`src/rtl/wave_pkg.sv`:
```
// rtl/wave_pkg.sv - note-event word layout, wave-type codes and packing helper
package wave_pkg;

    localparam int NUM_BTN = 25;
    localparam int BTN_W   = 5;
    localparam int SET_W   = 6;
    localparam int TIME_W  = 20;
    localparam int EVT_W   = 33;

    // Bit positions inside the 33-bit event word
    localparam int EVT_IS_WAVE  = 32;
    localparam int EVT_ONOFF    = 31;
    localparam int EVT_WAVE_LSB = 29;
    localparam int EVT_VOL_LSB  = 27;
    localparam int EVT_OCT_LSB  = 25;
    localparam int EVT_BTN_LSB  = 20;
    localparam int EVT_TS_LSB   = 0;

    typedef enum logic [1:0] {
        WAVE_SQR = 2'b00,
        WAVE_TRI = 2'b01,
        WAVE_SAW = 2'b10,
        WAVE_SIN = 2'b11
    } wave_t;

    typedef struct packed {
        logic              is_wave;
        logic              on_off;
        logic [1:0]        wave;
        logic [1:0]        vol;
        logic [1:0]        oct;
        logic [BTN_W-1:0]  btn_id;
        logic [TIME_W-1:0] tstamp;
    } note_evt_t;

    // Place each field at its documented bus position
    function automatic logic [EVT_W-1:0] pack_evt(input note_evt_t e);
        logic [EVT_W-1:0] w;
        w                          = '0;
        w[EVT_IS_WAVE]             = e.is_wave;
        w[EVT_ONOFF]               = e.on_off;
        w[EVT_WAVE_LSB +: 2]       = e.wave;
        w[EVT_VOL_LSB +: 2]        = e.vol;
        w[EVT_OCT_LSB +: 2]        = e.oct;
        w[EVT_BTN_LSB +: BTN_W]    = e.btn_id;
        w[EVT_TS_LSB +: TIME_W]    = e.tstamp;
        return w;
    endfunction

endpackage

```
`src/rtl/event_fifo.sv`:
```
// rtl/event_fifo.sv - DEPTH-entry event FIFO with registered head and valid/ready output
module event_fifo #(
    parameter int DEPTH = 8,
    parameter int W     = 33
) (
    input  logic         i_clk,
    input  logic         i_rst_n,
    input  logic [W-1:0] s_tdata,
    input  logic         s_tvalid,
    output logic         s_tready,
    output logic [W-1:0] m_tdata,
    output logic         m_tvalid,
    input  logic         m_tready,
    output logic         full
);

    localparam int AW = $clog2(DEPTH);

    logic [W-1:0] mem [DEPTH];
    logic [AW:0]  wptr;
    logic [AW:0]  rptr;
    logic [AW:0]  count;
    logic         push;
    logic         pop;
    logic         load;

    // count includes the word sitting in the head register, so full means DEPTH words owed to the consumer
    assign full     = (count == (AW+1)'(DEPTH));
    assign pop      = m_tvalid && m_tready;
    assign s_tready = !full || pop;
    assign push     = s_tvalid && s_tready;
    assign load     = (!m_tvalid || m_tready) && (wptr != rptr);

    // Storage write; slot contents need no reset because count gates their use
    always_ff @(posedge i_clk) begin
        if (push) begin
            mem[wptr[AW-1:0]] <= s_tdata;
        end
    end

    // Write pointer and occupancy
    always_ff @(posedge i_clk or negedge i_rst_n) begin
        if (!i_rst_n) begin
            wptr  <= '0;
            count <= '0;
        end else begin
            if (push) begin
                wptr <= wptr + 1'b1;
            end
            case ({push, pop})
                2'b10:   count <= count + 1'b1;
                2'b01:   count <= count - 1'b1;
                default: count <= count;
            endcase
        end
    end

    // Head register: refill when empty or when the current head is accepted
    always_ff @(posedge i_clk or negedge i_rst_n) begin
        if (!i_rst_n) begin
            rptr     <= '0;
            m_tdata  <= '0;
            m_tvalid <= 1'b0;
        end else if (load) begin
            m_tdata  <= mem[rptr[AW-1:0]];
            m_tvalid <= 1'b1;
            rptr     <= rptr + 1'b1;
        end else if (pop) begin
            m_tvalid <= 1'b0;
        end
    end

endmodule

```
`src/rtl/note_event_encoder.sv`:
```
// rtl/note_event_encoder.sv - scans note-button levels and emits timestamped ON/OFF event words
module note_event_encoder
    import wave_pkg::*;
#(
    parameter int                DEPTH = 8,
    parameter logic [TIME_W-1:0] LEAD  = 20'd4
) (
    input  logic                i_clk,
    input  logic                i_rst_n,
    input  logic [NUM_BTN-1:0]  i_btn,
    input  logic [1:0]          i_wave,
    input  logic [1:0]          i_vol,
    input  logic [1:0]          i_oct,
    input  logic [TIME_W-1:0]   i_time,
    input  logic                i_panic,
    output logic [EVT_W-1:0]    o_data,
    output logic                o_valid,
    input  logic                i_ready,
    output logic [NUM_BTN-1:0]  o_held,
    output logic                o_full
);

    logic [NUM_BTN-1:0] btn_m;
    logic [NUM_BTN-1:0] btn_s;
    logic [NUM_BTN-1:0] tgt;
    logic [NUM_BTN-1:0] sent_on;
    logic [NUM_BTN-1:0] mis;
    logic [SET_W-1:0]   set_r [NUM_BTN];
    logic [BTN_W-1:0]   sel_idx;
    logic               sel_on;
    logic [SET_W-1:0]   live_set;
    logic [SET_W-1:0]   evt_set;
    logic               fifo_ready;
    logic               push;
    note_evt_t          evt;
    logic [EVT_W-1:0]   evt_word;

    // Two-flop synchronizer for the asynchronous button levels
    always_ff @(posedge i_clk or negedge i_rst_n) begin
        if (!i_rst_n) begin
            btn_m <= '0;
            btn_s <= '0;
        end else begin
            btn_m <= i_btn;
            btn_s <= btn_m;
        end
    end

    assign tgt      = i_panic ? '0 : btn_s;
    assign mis      = tgt ^ sent_on;
    assign live_set = {i_wave, i_vol, i_oct};
    assign push     = (|mis) && fifo_ready;
    assign o_held   = sent_on;

    // Lowest-index mismatching button wins; downward loop leaves the smallest index last
    always_comb begin
        sel_idx = '0;
        for (int i = NUM_BTN - 1; i >= 0; i--) begin
            if (mis[i]) begin
                sel_idx = BTN_W'(i);
            end
        end
    end

    // OFF words reuse the settings latched at the matching ON so the receiver clears the same slot
    always_comb begin
        sel_on      = tgt[sel_idx];
        evt_set     = sel_on ? live_set : set_r[sel_idx];
        evt.is_wave = 1'b1;
        evt.on_off  = sel_on;
        evt.wave    = evt_set[5:4];
        evt.vol     = evt_set[3:2];
        evt.oct     = evt_set[1:0];
        evt.btn_id  = sel_idx;
        evt.tstamp  = i_time + LEAD;
        evt_word    = pack_evt(evt);
    end

    // Record the emitted level of the serviced button
    always_ff @(posedge i_clk or negedge i_rst_n) begin
        if (!i_rst_n) begin
            sent_on <= '0;
        end else if (push) begin
            sent_on[sel_idx] <= ~sent_on[sel_idx];
        end
    end

    // Latch settings of each ON event for its later OFF
    always_ff @(posedge i_clk or negedge i_rst_n) begin
        if (!i_rst_n) begin
            for (int i = 0; i < NUM_BTN; i++) begin
                set_r[i] <= '0;
            end
        end else if (push && sel_on) begin
            set_r[sel_idx] <= live_set;
        end
    end

    event_fifo #(
        .DEPTH (DEPTH),
        .W     (EVT_W)
    ) u_fifo (
        .i_clk    (i_clk),
        .i_rst_n  (i_rst_n),
        .s_tdata  (evt_word),
        .s_tvalid (|mis),
        .s_tready (fifo_ready),
        .m_tdata  (o_data),
        .m_tvalid (o_valid),
        .m_tready (i_ready),
        .full     (o_full)
    );

endmodule

```
`config.mk`:
```
export PLATFORM = sky130hd
export DESIGN_NAME = note_event_encoder
export DESIGN_NICKNAME = d
export VERILOG_FILES = /design/src/rtl/wave_pkg.sv /design/src/rtl/event_fifo.sv /design/src/rtl/note_event_encoder.sv
export SDC_FILE = /design/constraint.sdc
export NUM_CORES = 1
export LEC_CHECK = 0
export CAP_MARGIN = 20
export CORE_ASPECT_RATIO = 0.9
export CORE_MARGIN = 2
export CORE_UTILIZATION = 30
export CTS_CLUSTER_SIZE = 30
export DETAILED_ROUTE_END_ITERATION = 8
export PLACE_DENSITY = 0.48
export SYNTH_ARGS = -nofsm -noshare
export SYNTH_HDL_FRONTEND = slang
export SYNTH_SLANG_ARGS = --single-unit
export TNS_END_PERCENT = 10
```
`constraint.sdc`:
```
create_clock -name i_clk -period 5.4 [get_ports i_clk]
set_clock_uncertainty 0.05 [all_clocks]
set_input_delay 0.54 -clock i_clk [delete_from_list [all_inputs] [get_ports i_clk]]
set_output_delay 0.54 -clock i_clk [all_outputs]
set_load 0.01 [all_outputs]
```
==> results of run 1 <==
final cells by class:
type,instances,area (µm²)
Clock inverter,30,324
Tap cell,1029,1290
Timing Repair Buffer,175,1670
Clock buffer,72,1490
Antenna cell,1,2.50
Fill cell,7323,48700
Multi-Input combinational cell,886,8160
Sequential cell,527,14500
Inverter,17,63.8
state kept, by name, summed over array words and instances (netlist names), 4 cells and up:
signal          flops
u_fifo.count        4
u_fifo.mem        256
u_fifo.wptr         4
u_fifo.rptr         4
u_fifo.m_tdata     33
o_held             25
set_r             150
btn_s              25
btn_m              25
worst max path at each step:
stage | startpoint | slack, ps | cells after the start | to
after CTS | i_panic | 860 | 13 | u_fifo.mem[2][26]
after global placement | i_panic | 310 | 13 | u_fifo.mem[2][26]
after detailed placement | i_panic | 220 | 13 | u_fifo.mem[6][26]
after floorplan | i_panic | 530 | 9 | u_fifo.mem[2][0]
final | i_panic | 860 | 14 | u_fifo.mem[1][28]
after global routing | i_panic | 560 | 14 | u_fifo.mem[1][26]
power groups by stage:
stage / registers [µW] / logic [µW] / clock network (µW)
detailed placement: 6250 / 5140 / 0
CTS: 6180 / 5150 / 3900
finish: 6160 / 5040 / 3780
global placement: 6220 / 5100 / 0
global route: 6280 / 5490 / 4050
floorplan: 6070 / 3280 / 0
kinds of logic (layout without fill, tap and decap cells):
kind of cell,after synthesis,count (layout)
flip-flops,527,527
buffers and inverters,105,294
XOR/XNOR,57,57
AND/OR/NAND/NOR,314,314
multiplexers,305,305
AO/OA/AOI/OAI,203,203
other,0,1
adder cells (fa/ha/maj),7,7
per-layer routing:
layer | part of all wire, % | vias up | track usage (%)
met2 | 48 | 264 | 25.1
met4 | 2.7 | 0 | 4.67
li1 | - | 6097 | -
met5 | 0 | - | 0.125
met3 | 3.9 | 85 | 2.27
met1 | 45 | 6955 | 20.4
per-stage QoR:
step | total power [µW] | area, µm² | hold WS [ps] | instances
2_1_floorplan | 9340 | 23000 | 194 | 1518
3_3_place_gp | 11300 | 25600 | 286 | 2633
3_5_place_dp | 11400 | 25600 | 286 | 2633
4_1_cts | 15200 | 27500 | 277 | 2736
5_1_grt | 15800 | 27500 | 301 | 2736
6_report | 15000 | 27500 | 291 | 2737
Yosys cell counts (5+ instances only):
library cell / n / area (µm²)
nand2_1: 117 / 439
and3_1: 14 / 87.6
nor2_1: 51 / 191
mux2_1: 123 / 1390
or2_1: 9 / 56.3
a222oi_1: 16 / 160
buf_2: 21 / 105
nand2b_1: 11 / 68.8
o21ai_0: 53 / 265
nand3_1: 17 / 85.1
or2_2: 8 / 50.1
mux2_4: 6 / 90.1
edfxtp_1: 256 / 7690
a32oi_1: 8 / 70.1
buf_1: 16 / 60.1
a21oi_1: 8 / 40.0
o211ai_1: 7 / 52.6
a211oi_1: 8 / 60.1
mux2i_1: 56 / 561
o21ai_1: 5 / 25.0
o32ai_1: 6 / 52.6
buf_6: 5 / 56.3
ha_1: 6 / 75.1
mux2_2: 56 / 631
clkbuf_1: 41 / 154
mux4_2: 64 / 1440
xnor2_1: 35 / 307
nor3_1: 13 / 65.1
nand3b_1: 8 / 60.1
nor2b_1: 8 / 50.1
nand3_4: 16 / 280
xor2_1: 22 / 193
inv_1: 13 / 48.8
dfrtp_1: 271 / 6780
a22oi_1: 18 / 135
o22ai_1: 18 / 113
nor3b_1: 5 / 37.5
repair_timing:
action / in CTS / in global routing
hold buffers: 1 / 0
endpoints found under the hold margin: 78 / 0
resized for setup: 0 / 0
worst max-delay path, cell delays in order:
cell             delay (ps)
clkdlybuf4s50_1         520
buf_12                  240
inv_2                   170
a211oi_1                300
o2111ai_1               190
a311o_1                 390
a211oi_4                340
o21a_1                  250
or2_2                   370
buf_4                   280
a22oi_1                 110
o22ai_1                 300
nor4_1                  100
o21ai_1                 660
==> results.yml, run 1 <==
logic_synthesis:
  post_synth_instance_area_um2: 23000
  synth.area.mux_share_pct: 17.8
  synth_enable_flop_cells: 256
  postSynthAreaPerCell_um2: 15.2
  synthDistinctLibCells: 96
  mappedNetlistNets: 1580
  async_reset_ff_share_pct: 51.4
  ys.flop_type: "dfrtp_1"
  synth_sequential_area_ratio_pct: 62.8
  synth_top_family_by_area: "multiplexers"
  synth_compound_gate_area_share_pct: 6.75
  yosys.area_share.adder_pct: 0.413
  synth-simple-area-share_pct: 7.97
  synth-xor-area-share_pct: 2.17
  total_of_flip_flops_plus_latches_after_synthesis: 527
  netlist_instances: 1518
  yosysWarnings: 0
detailed_routing:
  remaining_drc_errors: 0
  vias_per_cell: 4.90
  routed_wirelength_normalized_by_instance_count_um: 21.5
  wirelength_um: 58900
  first_iter_violations: 881
  postRouteAntennaNets: 0
  total_number_of_vias: 13400
  drt_pre_antenna_iters: 5
sta:
  post-route-period-util_pct: 84.0
  transition_at_the_pin_with_the_smallest_max_transition_slack_ps: 1040
  finalWorstPathRequiredPeriod_ps: 4540
  unrepaired_setup_endpoints_after_global_routing: "no"
  maxClockFrequency_ghz: 0.220
  timing.final.hold_violations: 0
  timing.final.max_slew_violations: 0
  relSlewSlack_pct: 30.2
  layout_setup_ws_ps: 862
  setup_violations: 0
  setup_tns_ps: 0
global_route:
  largest_net_degree_at_the_start_of_global_routing: 136
  track_usage_pct: 15.1
  grt_pass1_vias: 14000
  grt-ovfl-total: 0
  grt_antenna_before_repair: 1
  global_route_wire_length_before_repair_um: 90200
power_and_ir_drop:
  clockPowerShare_pct: 25.2
  power_report.internal_total_uw: 9920
  leakage_uw: 0.0106
  power.ir.vdd_worst_uv: 329
  power.density_cell_area_nw_per_um2: 545
  share_comb_of_total_power_pct: 33.6
  power.sequential.fraction_pct: 41.1
  switching_power_uw: 5050
  sw_ratio_pct: 33.8
floorplan:
  placementRows: 96
  core_area_um2: 76200
  design.portCount: 115
  initial_utilization_pct: 30.3
  die-area_um2: 79100
  die_width_um: 296
  die_y_um: 267
cells_and_area:
  area_growth_pct: 19.2
  layout.cells.most_common: "dfrtp_1"
  mostFrequentLayoutCells: "268 x dfrtp_1, 256 x edfxtp_1, 123 x mux2_1"
  nNetsFinal: 1724
  layout-drive-gt1-share_pct: 19.6
  utilization_pct: 36.1
setup_path:
  r2r_start: "o_held[2]"
  regToRegEndpoint: "u_fifo.mem[1][28]"
  critical_path_class: "primary input to flip-flop"
  reg2regPathDepth: 12
  worst-endpoint-arrival_ps: 4780
  worst-path-max-fanout: 53
  regToRegSetupSlack_ps: 930
  critPathCaptureType: "flip-flop"
  startpoint_type: "primary input"
  req_time_crit_path_ps: 5640
clocking:
  latest_clock_arrival_within_the_worst_skew_pair_ps: 620
  cts_post_setup_buffers_inserted: 0
  cts_tree: "built"
  clock_path_buffers: 3
  cts-root-buf: "clkbuf_16"
  h_tree_level_count: 2
  cts.clk_slew.worst_paths_ps: 60
  cts_buffers: 55
  clkSinkCount: 527
run_status:
  status: "complete, no violations"
placed_design:
  gpl.final_weighted_congestion: 0.819
  io_buffer_count: 114
  detailedPlacementHpwl_um: 38600
  detailedPlace.worstSlack_ps: 216
worst_hold_path:
  whs_endpoint: "btn_s[13]"
  hp-class: "flip-flop to flip-flop"
  worstHoldStart: "btn_m[13]"
  min_path_cells: 0
job:
  count_of_maximum_capacitance_violations: 0
Power figures use the tool's default switching activity.
==> run 2: changes to the inputs <==
--- a/config.mk
+++ b/config.mk
@@ -11,7 +11,7 @@
 export CORE_UTILIZATION = 30
 export CTS_CLUSTER_SIZE = 30
 export DETAILED_ROUTE_END_ITERATION = 8
-export PLACE_DENSITY = 0.48
+export PLACE_DENSITY = 0.49
 export SYNTH_ARGS = -nofsm -noshare
 export SYNTH_HDL_FRONTEND = slang
 export SYNTH_SLANG_ARGS = --single-unit
==> constraint.sdc (replaced) <==
create_clock -name i_clk -period 3.9 [get_ports i_clk]
set_clock_uncertainty 0.05 [all_clocks]
set_input_delay 0.39 -clock i_clk [delete_from_list [all_inputs] [get_ports i_clk]]
set_output_delay 0.39 -clock i_clk [all_outputs]
set_load 0.01 [all_outputs]
==> run 2 against run 1 <==
Compared with the run above: the flow now finishes with violations (negative setup slack); via count rose by 6.1%; highest routed layer unchanged; first-iteration DRC count rose by 19%; sequential power rose by 36%; non-clock buffer count rose by 190; total power rose by 51%; critical endpoint is now set_r[51]; register-to-register slack got worse by 900 ps; critical path type unchanged; hold slack got worse by 130 ps.
==> results.yml, run 2 (same netlist as run 1, synthesis figures left out) <==
sta:
  maxClockFrequency_ghz: 0.256
  whs_ps: 157
  transition_at_the_pin_with_the_smallest_max_transition_slack_ps: 1160
  unrepaired_setup_endpoints_after_global_routing: "yes"
  timing.final.hold_violations: 0
  post-route-period-util_pct: 100
  relSlewSlack_pct: 22.3
  layout_setup_ws_ps: -4.01
  finalWorstPathRequiredPeriod_ps: 3900
  setup_violations: 2
  timing.final.max_slew_violations: 0
cells_and_area:
  layout.cells.most_common: "dfrtp_1"
  area_growth_pct: 28.3
  layout-drive-gt1-share_pct: 30.4
  finalNonFillerCells: 2926
  diodes: 0
  largest_register_ffs: 256
  nNetsFinal: 1917
  mostFrequentLayoutCells: "264 x dfrtp_1, 256 x edfxtp_1, 210 x buf_4"
  filler_cell_count: 7222
  layout.cell_area.non_filler_um2: 29600
setup_path:
  crit_path_max_incr_delay_ps: 520
  worst-path-max-fanout: 26
  req_time_crit_path_ps: 4350
  crit_path_frequent_cell: "buf_4"
  critPathSlowestCell: "clkdlybuf4s50_1"
  path_buf_inv: 6
  series_of_cell_instances_along_the_critical_path: "clkdlybuf4s50_1 > buf_12 > inv_2 > buf_4 > a211oi_4 > nor2_1 > a221o_1 > a32o_2 > nor4_4 > buf_4 > a22oi_2 > o2111ai_4 > a211o_4 > clkbuf_16 > nand3_4 > mux2_1"
  worst-endpoint-arrival_ps: 4350
  timing.critical_path.max_delay_family: "compound AO/OA/AOI/OAI gates"
  startpoint_type: "primary input"
  critical_path_class: "primary input to flip-flop"
  critPathCaptureType: "flip-flop"
floorplan:
  die_y_um: 267
  design.portCount: 115
  core_area_um2: 76200
  initial_utilization_pct: 30.3
  placementRows: 96
  die-area_um2: 79100
  die_width_um: 296
placed_design:
  detailedPlace.worstSlack_ps: -745
  gpl.final_weighted_congestion: 0.810
  detailedPlacementHpwl_um: 41600
  io_buffer_count: 114
  place_area_um2: 27200
  dpl.cell_count: 2807
detailed_routing:
  vias_per_cell: 4.86
  postRouteAntennaNets: 0
  wirelength_um: 61800
  routed_wirelength_normalized_by_instance_count_um: 21.1
  met3WireLength_um: 2320
  total_number_of_vias: 14200
  remaining_drc_errors: 0
  drt_pre_antenna_iters: 5
  wl_met2_um: 30000
  wl_met1_um: 28300
  first_iter_violations: 1047
  highest_layer_used_for_signal_routing: "met4"
power_and_ir_drop:
  total_power_uw: 22600
  leakage_uw: 0.0118
  power.ir.vdd_worst_uv: 368
  power.density_cell_area_nw_per_um2: 764
global_route:
  track_usage_pct: 15.7
  grt_pass1_vias: 14900
  global_route_wire_length_before_repair_um: 93800
  grt_antenna_before_repair: 0
  grt-ovfl-total: 0
  largest_net_degree_at_the_start_of_global_routing: 103
clocking:
  cts_tree: "built"
  cts-root-buf: "clkbuf_16"
  latest_clock_arrival_within_the_worst_skew_pair_ps: 620
  cts.clk_slew.worst_paths_ps: 60
  clock_path_buffers: 3
  h_tree_level_count: 2
  clkSinkCount: 527
  cts_buffers: 56
job:
  count_of_maximum_capacitance_violations: 0
worst_hold_path:
  hp-class: "primary input to flip-flop"
run_status:
  violated_checks: "negative setup slack"
  status: "finished, violations left"
## run 2: final cells by class
class | instances | area, µm² | area share, %
clock inverter | 18 | 236 | 0.800
clock buffer | 82 | 1580 | 5.35
timing repair buffer | 365 | 3430 | 11.6
tap | 1029 | 1290 | 4.36
inverter | 17 | 63.8 | 0.216
multi-input combinational | 888 | 8480 | 28.7
sequential | 527 | 14500 | 49.0
## run 2: path summary, 6_finish.rpt
| kind | startpoint | to | slack (ps) | cells past startpoint |
|---|---|---|---|---|
| hold reg to reg | btn_m[18] | btn_s[18] | 280 | 0 |
| max in group asynchronous | i_rst_n | o_held[2] | 2260 | 3 |
| min in group asynchronous | i_rst_n | u_fifo.m_tdata[29] | 290 | 2 |
| setup / recovery | i_panic | set_r[51] | -4 | 16 |
| setup reg to reg | o_held[11] | set_r[51] | 30 | 13 |
| hold / removal | i_btn[23] | btn_m[23] | 160 | 1 |
## run 2: routing by layer
| layer | global-route usage (%) | vias to the layer above |
|---|---|---|
| met5 | 0 | - |
| met4 | 4.27 | 0 |
| met3 | 2.29 | 79 |
| met2 | 26.4 | 292 |
| met1 | 21.2 | 7363 |
| li1 | - | 6478 |
## run 2: what timing repair did
action / CTS / global route
pin swaps: 2 / 26
gates cloned: 0 / 4
resized for setup: 13 / 76
hold buffers: 1 / 0
endpoints found under the hold margin: 96 / 0
endpoints found under the setup margin: 136 / 201
setup buffers: 1 / 13
## run 2: per-stage QoR
step / setup TNS [ps] / utilization [%]
after floorplan: -123920 / -
after global routing: -13930 / 38.8
after global placement: -132860 / 35.7
final: -4.34 / 38.8
after CTS: 0 / 38.2
after detailed placement: -142590 / 35.7
## run 2: where the power goes
| part | internal (µW) | switching [µW] | leakage, µW |
|---|---|---|---|
| registers | 7710 | 669 | 0.00585 |
| logic | 4280 | 4610 | 0.00503 |
| clock network | 3080 | 2220 | 0.000885 |
| total | 15100 | 7500 | 0.0118 |
